File: config.mk
export PLATFORM = sky130hd
export DESIGN_NAME = bg_frame_writer_flat
export DESIGN_NICKNAME = d
export VERILOG_FILES = /design/src/rtl/bg_frame_writer_if.sv /design/src/rtl/bg_frame_writer.sv /design/src/flat_wrapper.sv
export SDC_FILE = /design/constraint.sdc
export NUM_CORES = 1
export LEC_CHECK = 0
export CAP_MARGIN = 20
export CORE_MARGIN = 2
export CORE_UTILIZATION = 45
export DETAILED_ROUTE_END_ITERATION = 10
export PLACE_DENSITY = 0.8
export SLEW_MARGIN = 0
export SYNTH_ARGS = -nofsm -noshare
export SYNTH_HDL_FRONTEND = slang
export SYNTH_SLANG_ARGS = --single-unit
File: constraint.sdc
create_clock -name clk -period 2.5 [get_ports clk]
set_input_delay 0.25 -clock clk [delete_from_list [all_inputs] [get_ports clk]]
set_output_delay 0.25 -clock clk [all_outputs]
set_load 0.01 [all_outputs]
File: src/rtl/bg_frame_writer_if.sv
// rtl/bg_frame_writer_if.sv - DDR write-port bundle between the frame writer and the write arbiter
//
// Purpose: groups the burst request/acknowledge pair and the valid/ready data
// phase of one DDR write port.
// Signals:
//   wr_req   - burst request (master -> slave)
//   wr_addr  - burst start byte address, ADDR_W bits (master -> slave)
//   wr_ack   - arbiter grant (slave -> master)
//   wr_valid - data beat valid (master -> slave)
//   wr_data  - 16-bit beat data (master -> slave)
//   wr_last  - final beat of burst (master -> slave)
//   wr_ready - sink accepts beat (slave -> master)
// Modports: master (frame writer side), slave (arbiter / DDR side).

interface bg_frame_writer_if #(
   parameter int ADDR_W = 24
) ();
   logic              wr_req;
   logic [ADDR_W-1:0] wr_addr;
   logic              wr_ack;
   logic              wr_valid;
   logic [15:0]       wr_data;
   logic              wr_last;
   logic              wr_ready;

   modport master (
      output wr_req, wr_addr, wr_valid, wr_data, wr_last,
      input  wr_ack, wr_ready
   );

   modport slave (
      input  wr_req, wr_addr, wr_valid, wr_data, wr_last,
      output wr_ack, wr_ready
   );
endinterface

File: src/rtl/bg_frame_writer.sv
// rtl/bg_frame_writer.sv - raster-scans the background generator into DDR write bursts
//
// Purpose: on frame_start, walks the H_ACTIVE x V_ACTIVE area in raster order,
// presents x/y to the combinational background generator and streams the
// returned pixels to DDR as BURST_LEN-beat bursts (req/ack, then valid/ready).
// Ports:
//   clk, rst       - clock, synchronous active-high reset
//   frame_start    - single-cycle request for one frame fill (ignored while busy)
//   h_count        - 9-bit x coordinate to the generator
//   v_count        - 9-bit y coordinate to the generator
//   bg_data        - 16-bit pixel from the generator for the current coordinate
//   busy           - frame fill in progress
//   frame_done     - single-cycle pulse after the last beat of a frame
//   wr             - DDR write port (bg_frame_writer_if.master)
// Build option: BG_FRAME_LOOP_EN - refill frames continuously after the first
// frame_start until reset.

module bg_frame_writer #(
   parameter int                H_ACTIVE  = 320,
   parameter int                V_ACTIVE  = 240,
   parameter int                BURST_LEN = 16,
   parameter int                ADDR_W    = 24,
   parameter logic [ADDR_W-1:0] BASE_ADDR = '0
) (
   input  logic              clk,
   input  logic              rst,
   input  logic              frame_start,
   output logic [8:0]        h_count,
   output logic [8:0]        v_count,
   input  logic [15:0]       bg_data,
   output logic              busy,
   output logic              frame_done,
   bg_frame_writer_if.master wr
);

   localparam int BEAT_W = (BURST_LEN > 1) ? $clog2(BURST_LEN) : 1;
   localparam logic [ADDR_W-1:0] BURST_BYTES = ADDR_W'(2 * BURST_LEN);

   typedef enum logic [1:0] {
      IDLE = 2'd0,
      REQ  = 2'd1,
      DATA = 2'd2,
      DONE = 2'd3
   } state_t;

   state_t            state;
   state_t            state_nxt;
   logic [BEAT_W-1:0] beat_cnt;
   logic [ADDR_W-1:0] addr_q;
   logic              xfer;
   logic              line_end;
   logic              frame_end;
   logic              burst_end;

   assign xfer      = (state == DATA) && wr.wr_ready;
   assign line_end  = (h_count == 9'(H_ACTIVE - 1));
   assign frame_end = line_end && (v_count == 9'(V_ACTIVE - 1));
   assign burst_end = (beat_cnt == BEAT_W'(BURST_LEN - 1));

   assign wr.wr_addr = addr_q;
   assign wr.wr_data = bg_data;

   always_comb begin
      state_nxt   = state;
      busy        = 1'b1;
      frame_done  = 1'b0;
      wr.wr_req   = 1'b0;
      wr.wr_valid = 1'b0;
      wr.wr_last  = 1'b0;
      case (state)
         IDLE: begin
            busy = 1'b0;
            if (frame_start) begin
               state_nxt = REQ;
            end
         end
         REQ: begin
            wr.wr_req = 1'b1;
            if (wr.wr_ack) begin
               state_nxt = DATA;
            end
         end
         DATA: begin
            wr.wr_valid = 1'b1;
            wr.wr_last  = burst_end;
            // The frame always ends on a burst boundary since BURST_LEN divides
            // the pixel count; frame_end is still honoured on its own.
            if (xfer && (burst_end || frame_end)) begin
               state_nxt = frame_end ? DONE : REQ;
            end
         end
         DONE: begin
            frame_done = 1'b1;
`ifdef BG_FRAME_LOOP_EN
            state_nxt = REQ;
`else
            state_nxt = IDLE;
`endif
         end
         default: state_nxt = IDLE;
      endcase
   end

   always_ff @(posedge clk) begin
      if (rst) begin
         state    <= IDLE;
         h_count  <= '0;
         v_count  <= '0;
         beat_cnt <= '0;
         addr_q   <= BASE_ADDR;
      end else begin
         state <= state_nxt;
         case (state)
            IDLE: begin
               if (frame_start) begin
                  h_count <= '0;
                  v_count <= '0;
                  addr_q  <= BASE_ADDR;
               end
            end
            REQ: begin
               if (wr.wr_ack) begin
                  beat_cnt <= '0;
               end
            end
            DATA: begin
               // Coordinates only move on a transfer, so bg_data (and hence
               // wr_data) holds steady while the sink stalls.
               if (xfer) begin
                  beat_cnt <= beat_cnt + 1'b1;
                  if (line_end) begin
                     h_count <= '0;
                     v_count <= frame_end ? 9'd0 : v_count + 9'd1;
                  end else begin
                     h_count <= h_count + 9'd1;
                  end
                  if (frame_end) begin
                     addr_q <= BASE_ADDR;
                  end else if (burst_end) begin
                     addr_q <= addr_q + BURST_BYTES;
                  end
               end
            end
            DONE: begin
               h_count <= '0;
               v_count <= '0;
               addr_q  <= BASE_ADDR;
            end
            default: ;
         endcase
      end
   end

endmodule

File: src/flat_wrapper.sv
// flat-port wrapper written by rule: the top's interface ports become plain ports
module bg_frame_writer_flat 
#(
   parameter int                H_ACTIVE  = 320,
   parameter int                V_ACTIVE  = 240,
   parameter int                BURST_LEN = 16,
   parameter int                ADDR_W    = 24,
   parameter logic [ADDR_W-1:0] BASE_ADDR = '0
)
  (clk, rst, frame_start, h_count, v_count, bg_data, busy, frame_done, wr_wr_req, wr_wr_addr, wr_wr_valid, wr_wr_data, wr_wr_last, wr_wr_ack, wr_wr_ready);
  bg_frame_writer_if #(.ADDR_W(ADDR_W)) wr_i ();
  input  logic clk;
  input  logic rst;
  input  logic frame_start;
  output logic [8:0] h_count;
  output logic [8:0] v_count;
  input  logic [15:0] bg_data;
  output logic busy;
  output logic frame_done;
  output wire logic [$bits(wr_i.wr_req)-1:0] wr_wr_req;
  output wire logic [$bits(wr_i.wr_addr)-1:0] wr_wr_addr;
  output wire logic [$bits(wr_i.wr_valid)-1:0] wr_wr_valid;
  output wire logic [$bits(wr_i.wr_data)-1:0] wr_wr_data;
  output wire logic [$bits(wr_i.wr_last)-1:0] wr_wr_last;
  input wire logic [$bits(wr_i.wr_ack)-1:0] wr_wr_ack;
  input wire logic [$bits(wr_i.wr_ready)-1:0] wr_wr_ready;
  assign wr_wr_req = wr_i.wr_req;
  assign wr_wr_addr = wr_i.wr_addr;
  assign wr_wr_valid = wr_i.wr_valid;
  assign wr_wr_data = wr_i.wr_data;
  assign wr_wr_last = wr_i.wr_last;
  assign wr_i.wr_ack = wr_wr_ack;
  assign wr_i.wr_ready = wr_wr_ready;
  bg_frame_writer #(.H_ACTIVE(H_ACTIVE), .V_ACTIVE(V_ACTIVE), .BURST_LEN(BURST_LEN), .ADDR_W(ADDR_W), .BASE_ADDR(BASE_ADDR)) u_core (.clk(clk), .rst(rst), .frame_start(frame_start), .h_count(h_count), .v_count(v_count), .bg_data(bg_data), .busy(busy), .frame_done(frame_done), .wr(wr_i));
endmodule
Word-level counts from Yosys, hierarchy flattened

Cells that the tools add are included.

Register bits after elaboration: 48
Latch bits: 0
RAM bits: 0
Memory bits (read-only): 0
Input bits: 21
Output and inout port bits: 63
Memories kept: 0

Add/sub/neg operators: 4
Multiply operators: 0
Divide/modulo/power cells: 0
Order comparisons: 0
Equality and inequality tests: 12
Shift operators: 0
Mux-type cells: 26
Bitwise operators: 0
Reduce and logical (&&, ||, !) cells: 12

Operator list:

| kind                    | count |
|---|---|
| $mux W24                | 4 |
| $pmux W24 S3            | 1 |
| $mux W9                 | 6 |
| $pmux W9 S3             | 2 |
| $add A24 B6 Y24 const B | 1 |
| $add A9 B1 Y9 const B   | 2 |
| $eq A9 B8 Y1 const B    | 1 |
| $eq A9 B9 Y1 const B    | 1 |
| $reduce_and A3 Y1       | 3 |
| $mux W2                 | 4 |
| $mux W4                 | 2 |
| $pmux W2 S4             | 1 |
| $pmux W4 S2             | 1 |
| $reduce_and A4 Y1       | 2 |
| $ne A2 B2 Y1 const B    | 3 |
| $mux W1                 | 5 |
| $add A4 B1 Y4 const B   | 1 |
| $eq A2 B2 Y1 const B    | 2 |
| $eq A4 B4 Y1 const B    | 1 |
| $ne A2 B1 Y1 const B    | 2 |
| $logic_and A1 B1 Y1     | 3 |
| $ne A3 B1 Y1 const B    | 1 |
| $reduce_bool A3 Y1      | 1 |
| $eq A2 B1 Y1 const B    | 1 |
| other kinds (3)         | 3 |

Longest topological paths before layout

Depth in word-level cells: 6
Gate-level depth with buffers: 8
Depth with buffers taken out: 6

Worst setup path before layout

Ideal clock, no wire load.

Kind: register to register
Start: register u_core.h_count[0]
End: register u_core.addr_q[19] (netlist: u_core.wr.wr_addr[19])
Data arrival time: 1.935 ns
Setup slack: 0.495 ns
Cell stages (with the launch flop): 7
Period minus slack after synthesis: 2.005 ns
Cells stage by stage: dfxtp_1 -> ha_1 -> nand4bb_4 -> o41ai_4 -> o2111ai_1 -> or3_1 -> a21oi_1

Cells in the longest elaborated chain, start to end: 5
Elaborated cells on any way between the ends: 7

Ends and longest elaborated chain:

| what                   | RTL line               | RTL |
|---|---|---|
| from (decl)            | bg_frame_writer.sv:28  | `output logic [8:0] h_count,` |
| from (signal assigned) | bg_frame_writer.sv:135 | `h_count <= h_count + 9'd1;` |
| $eq A9 B9 Y1 *         | bg_frame_writer.sv:56  | `assign line_end = (h_count == 9'(H_ACTIVE - 1));` |
| $logic_and A1 B1 Y1 *  | bg_frame_writer.sv:57  | `assign frame_end = line_end && (v_count == 9'(V_ACTIVE - 1));` |
| $mux W24               | bg_frame_writer.sv:137 | `if (frame_end) begin` |
| $mux W24               | bg_frame_writer.sv:129 | `if (xfer) begin` |
| $pmux W24 S3           | bg_frame_writer.sv:113 | `case (state)` |
| to (signal assigned)   | bg_frame_writer.sv:140 | `addr_q <= addr_q + BURST_BYTES;` |
| to (decl)              | bg_frame_writer.sv:49  | `logic [ADDR_W-1:0] addr_q;` |

Every way passes the cells marked *; elsewhere a longest branch is shown, timed or not. The select of a mux whose other input is x is not followed.
A chain may end at the register's enable or synchronous reset.

Worst setup path in the final report

Start: register u_core.v_count[0]
End: register u_core.addr_q[19] (netlist: u_core.wr.wr_addr[19])

Cells in the longest elaborated chain, start to end: 5
Elaborated cells on any way between the ends: 7

Ends and longest elaborated chain:

| what                   | RTL line               | RTL |
|---|---|---|
| from (decl)            | bg_frame_writer.sv:29  | `output logic [8:0] v_count,` |
| from (signal assigned) | bg_frame_writer.sv:133 | `v_count <= frame_end ? 9'd0 : v_count + 9'd1;` |
| $eq A9 B8 Y1 *         | bg_frame_writer.sv:57  |  |
| $logic_and A1 B1 Y1 *  | bg_frame_writer.sv:57  |  |
| $mux W24               | bg_frame_writer.sv:137 |  |
| $mux W24               | bg_frame_writer.sv:129 |  |
| $pmux W24 S3           | bg_frame_writer.sv:113 |  |

Marked as above.

==> impl_results.md <==
- Highest ir drop seen on vdd: 0.272 mV
- Ranking of synthesized cells by area: dfxtp_1 (36%), buf_4 (6.5%), xor2_1 (5.1%)
- Hold Fails Final Rpt: 0
- Hold slack final: 0.489 ns
- Critical path startpoint category: register
- NetSw: 516 uW
- Initial antenna violation count: 0
- # diodes: 0
- Most numerous cell in the Yosys netlist: dfxtp_1
- Max incr delay on CP: 0.58 ns
- Number of enable flip-flop cells after synthesis: 0
- Initial Utilization: 46.8%
- Final setup viols: 0
- Final HPWL DP: 4.12 mm
- IO Pins: 84
- Final setup TNS: 0 ns
- Part of the cycle the worst path needs: 89.0%
- DR DRC count: 0
- Switch share: 32.9%
- Netlist cell types: 48
- Synthesis-to-layout area growth: 20.3%
- Worst path cell trace: ha_1 > nand4b_1 > o41ai_4 > o2111ai_1 > or3_1 > a21oi_1
- CP endpoint kind: register
- Fin crit period: 2.23 ns
- Clock tree buffer depth: 2
- GR Util All Layers: 19.5%
- Leakage: 0.940 nW
- Worst slew margin: 53.6%
- Post-CTS setup buffers: 0
- Drt wl/cell: 14.1 um
- CP Class: reg2reg
- Synth top cells by count: dfxtp_1 (43), nor2_1 (32), nand2_1 (25), buf_4 (21), nand3_1 (17)
- Part of the power in combinational logic: 25.7%
- Largest net degree at the start of global routing: 26
- Worst-skew pair later-pin latency: 0.30 ns
- PD cells: 541 nW/um^2
- CTS clk-pin slew, worst paths: 0.08 ns
- First-pass GRT wire length: 9.58 mm
- Congestion Overflow GR: 0
- Num CTS Buffers: 5
- IO Port Bufs: 46
- Outcome: finished, final reports clean
- Routability cong.: 0.843
- Hold Crit Class: reg2reg
- CP max-delay cell: o41ai_4
- Setup Skew: 0.0109 ns
- Crit path max fanout: 9
- Cts repair resizes: 0
- CTS sink count: 43
- CP bufs+invs: 0
- CTS tree: done
- Vias/cell: 5.60
- Mapped cell area: 2410 sq um
- Vias: 2,235
- Asr flop ratio synth: 0%
- Flop pwr share: 46.3%
- Initial DRC Count: 149
- NumNets Final: 353
- Core area: 5140 sq um
- Synthesized flop and latch total: 43
- Clk root buf: clkbuf_8
- H-tree Lvls: 2
- Chip height: 77.1 um
- Post-synth top area cell: dfxtp_1
- Number of detailed-route iterations in the first pass: 5
- Arrival time at the worst endpoint: 2.46 ns
- Sequential cell area fraction in the yosys report: 35.8%
- Cts hold-fix bufs: 0
- Routed Antenna Nets: 0
- Syn avg cell area: 8.05 sq um
- Slew @ Worst Pin: 0.696 ns
- Worst EP required: 2.74 ns
- Vias in the first global route: 2,103
- Clock network fraction of total power: 28.0%
- Max-slew violation count: 0
- Detailed-route wire length: 5.62 mm
- Max Cap Violations: 0
- Die area: 5950 sq um
- Number of synthesis warnings: 0
- Fraction of layout cells with a size suffix above 1: 6.99%
- Fmax: 0.449 GHz
- Top cell type's share of synthesized area: 35.8%
- Fill cells: 494
- Row cnt: 26
- Die width: 77.1 um
- CP delay by family, top: compound AO/OA/AOI/OAI gates
- P_int: 1.05 mW
- Unrepaired setup endpoints after global routing: false
- Synthesized instance count: 299
- Primary FF master, synth: dfxtp_1
==> tightest hold or removal path, delay by kind of cell, from the launching register on <==
kind | cells | cell delay, ns
flip-flops | 1 | 0.33
AND/OR/NAND/NOR | 1 | 0.06
AO/OA/AOI/OAI | 1 | 0.05
==> placed cells by master (no fill, tap or decap), types with 7 or more instances in the layout <==
| master | count |
|---|---|
| and3_1 | 7 |
| nand4_1 | 11 |
| nor2_1 | 32 |
| nand3_1 | 17 |
| nor3_1 | 9 |
| a21oi_1 | 16 |
| nand2_1 | 25 |
| buf_4 | 7 |
| or3_1 | 9 |
| dfxtp_1 | 43 |
| xor2_1 | 14 |
| a31oi_1 | 10 |
| o21ai_0 | 15 |
| clkdlybuf4s50_1 | 46 |
==> kinds of logic after synthesis <==
| logic type | Yosys count | synth area share (%) |
|---|---|---|
| XOR/XNOR | 14 | 5.09 |
| adder cells (fa/ha/maj) | 4 | 2.08 |
| AO/OA/AOI/OAI | 62 | 17.2 |
| other | 1 | 0.156 |
| flip-flops | 43 | 35.8 |
| buffers and inverters | 39 | 9.56 |
| AND/OR/NAND/NOR | 136 | 30.2 |
==> power by group through the flow <==
stage               clock [mW]  combinational, mW  sequential [mW]
floorplan                    0              0.307            0.730
detailed placement           0              0.396            0.740
CTS                      0.457              0.401            0.725
global placement             0              0.394            0.738
global route             0.483              0.443            0.728
finish                   0.438              0.402            0.725
==> metrics by stage <==
step                      setup WS, ns  cells  util (%)  area, sq um  total power, mW
final                            0.275    399      56.4         2900             1.57
after floorplan                  0.495    303         -         2420             1.04
after global routing            0.0851    399      56.4         2900             1.65
after global placement           0.335    391      54.6         2810             1.13
after CTS                        0.210    399      56.4         2900             1.58
after detailed placement         0.235    391      54.6         2810             1.14
==> flip-flops by register name, indices dropped and copies added (netlist names) <==
register and count:
u_core.wr.wr_addr 19, u_core.h_count 9, u_core.v_count 9, u_core.beat_cnt 4, u_core.state 2
==> area by class of cell <==
class	count	area, sq um	area share, %
repair buffers	53	513	17.7
multi-input cells	221	1330	46.0
flip-flops and latches	43	861	29.7
clock buffers	5	68.8	2.38
inverters	4	15.0	0.518
well taps	70	87.6	3.02
clock inverters	3	20.0	0.691
==> worst paths after layout <==
kind	slack (ns)	cells after the start	to	start
setup / recovery	0.27	6	u_core.wr.wr_addr[19]$_SDFFE_PP0P_	u_core.v_count[0]$_SDFFE_PP0P_
hold / removal	0.49	2	u_core.wr.wr_addr[9]$_SDFFE_PP0P_	u_core.wr.wr_addr[9]$_SDFFE_PP0P_
setup reg to reg	0.27	6	u_core.wr.wr_addr[19]$_SDFFE_PP0P_	u_core.v_count[0]$_SDFFE_PP0P_
hold reg to reg	0.49	2	u_core.wr.wr_addr[9]$_SDFFE_PP0P_	u_core.wr.wr_addr[9]$_SDFFE_PP0P_
==> layer usage <==
| metal | up-vias | track usage [%] | part of all wire [%] |
|---|---|---|---|
| met4 | 0 | 6.96 | 1.4 |
| met2 | 61 | 32.3 | 49 |
| met3 | 10 | 5.41 | 5.5 |
| li1 | 1116 | - | - |
| met5 | - | 0 | 0 |
| met1 | 1048 | 24.1 | 45 |
Power figures use the tool's default switching activity.
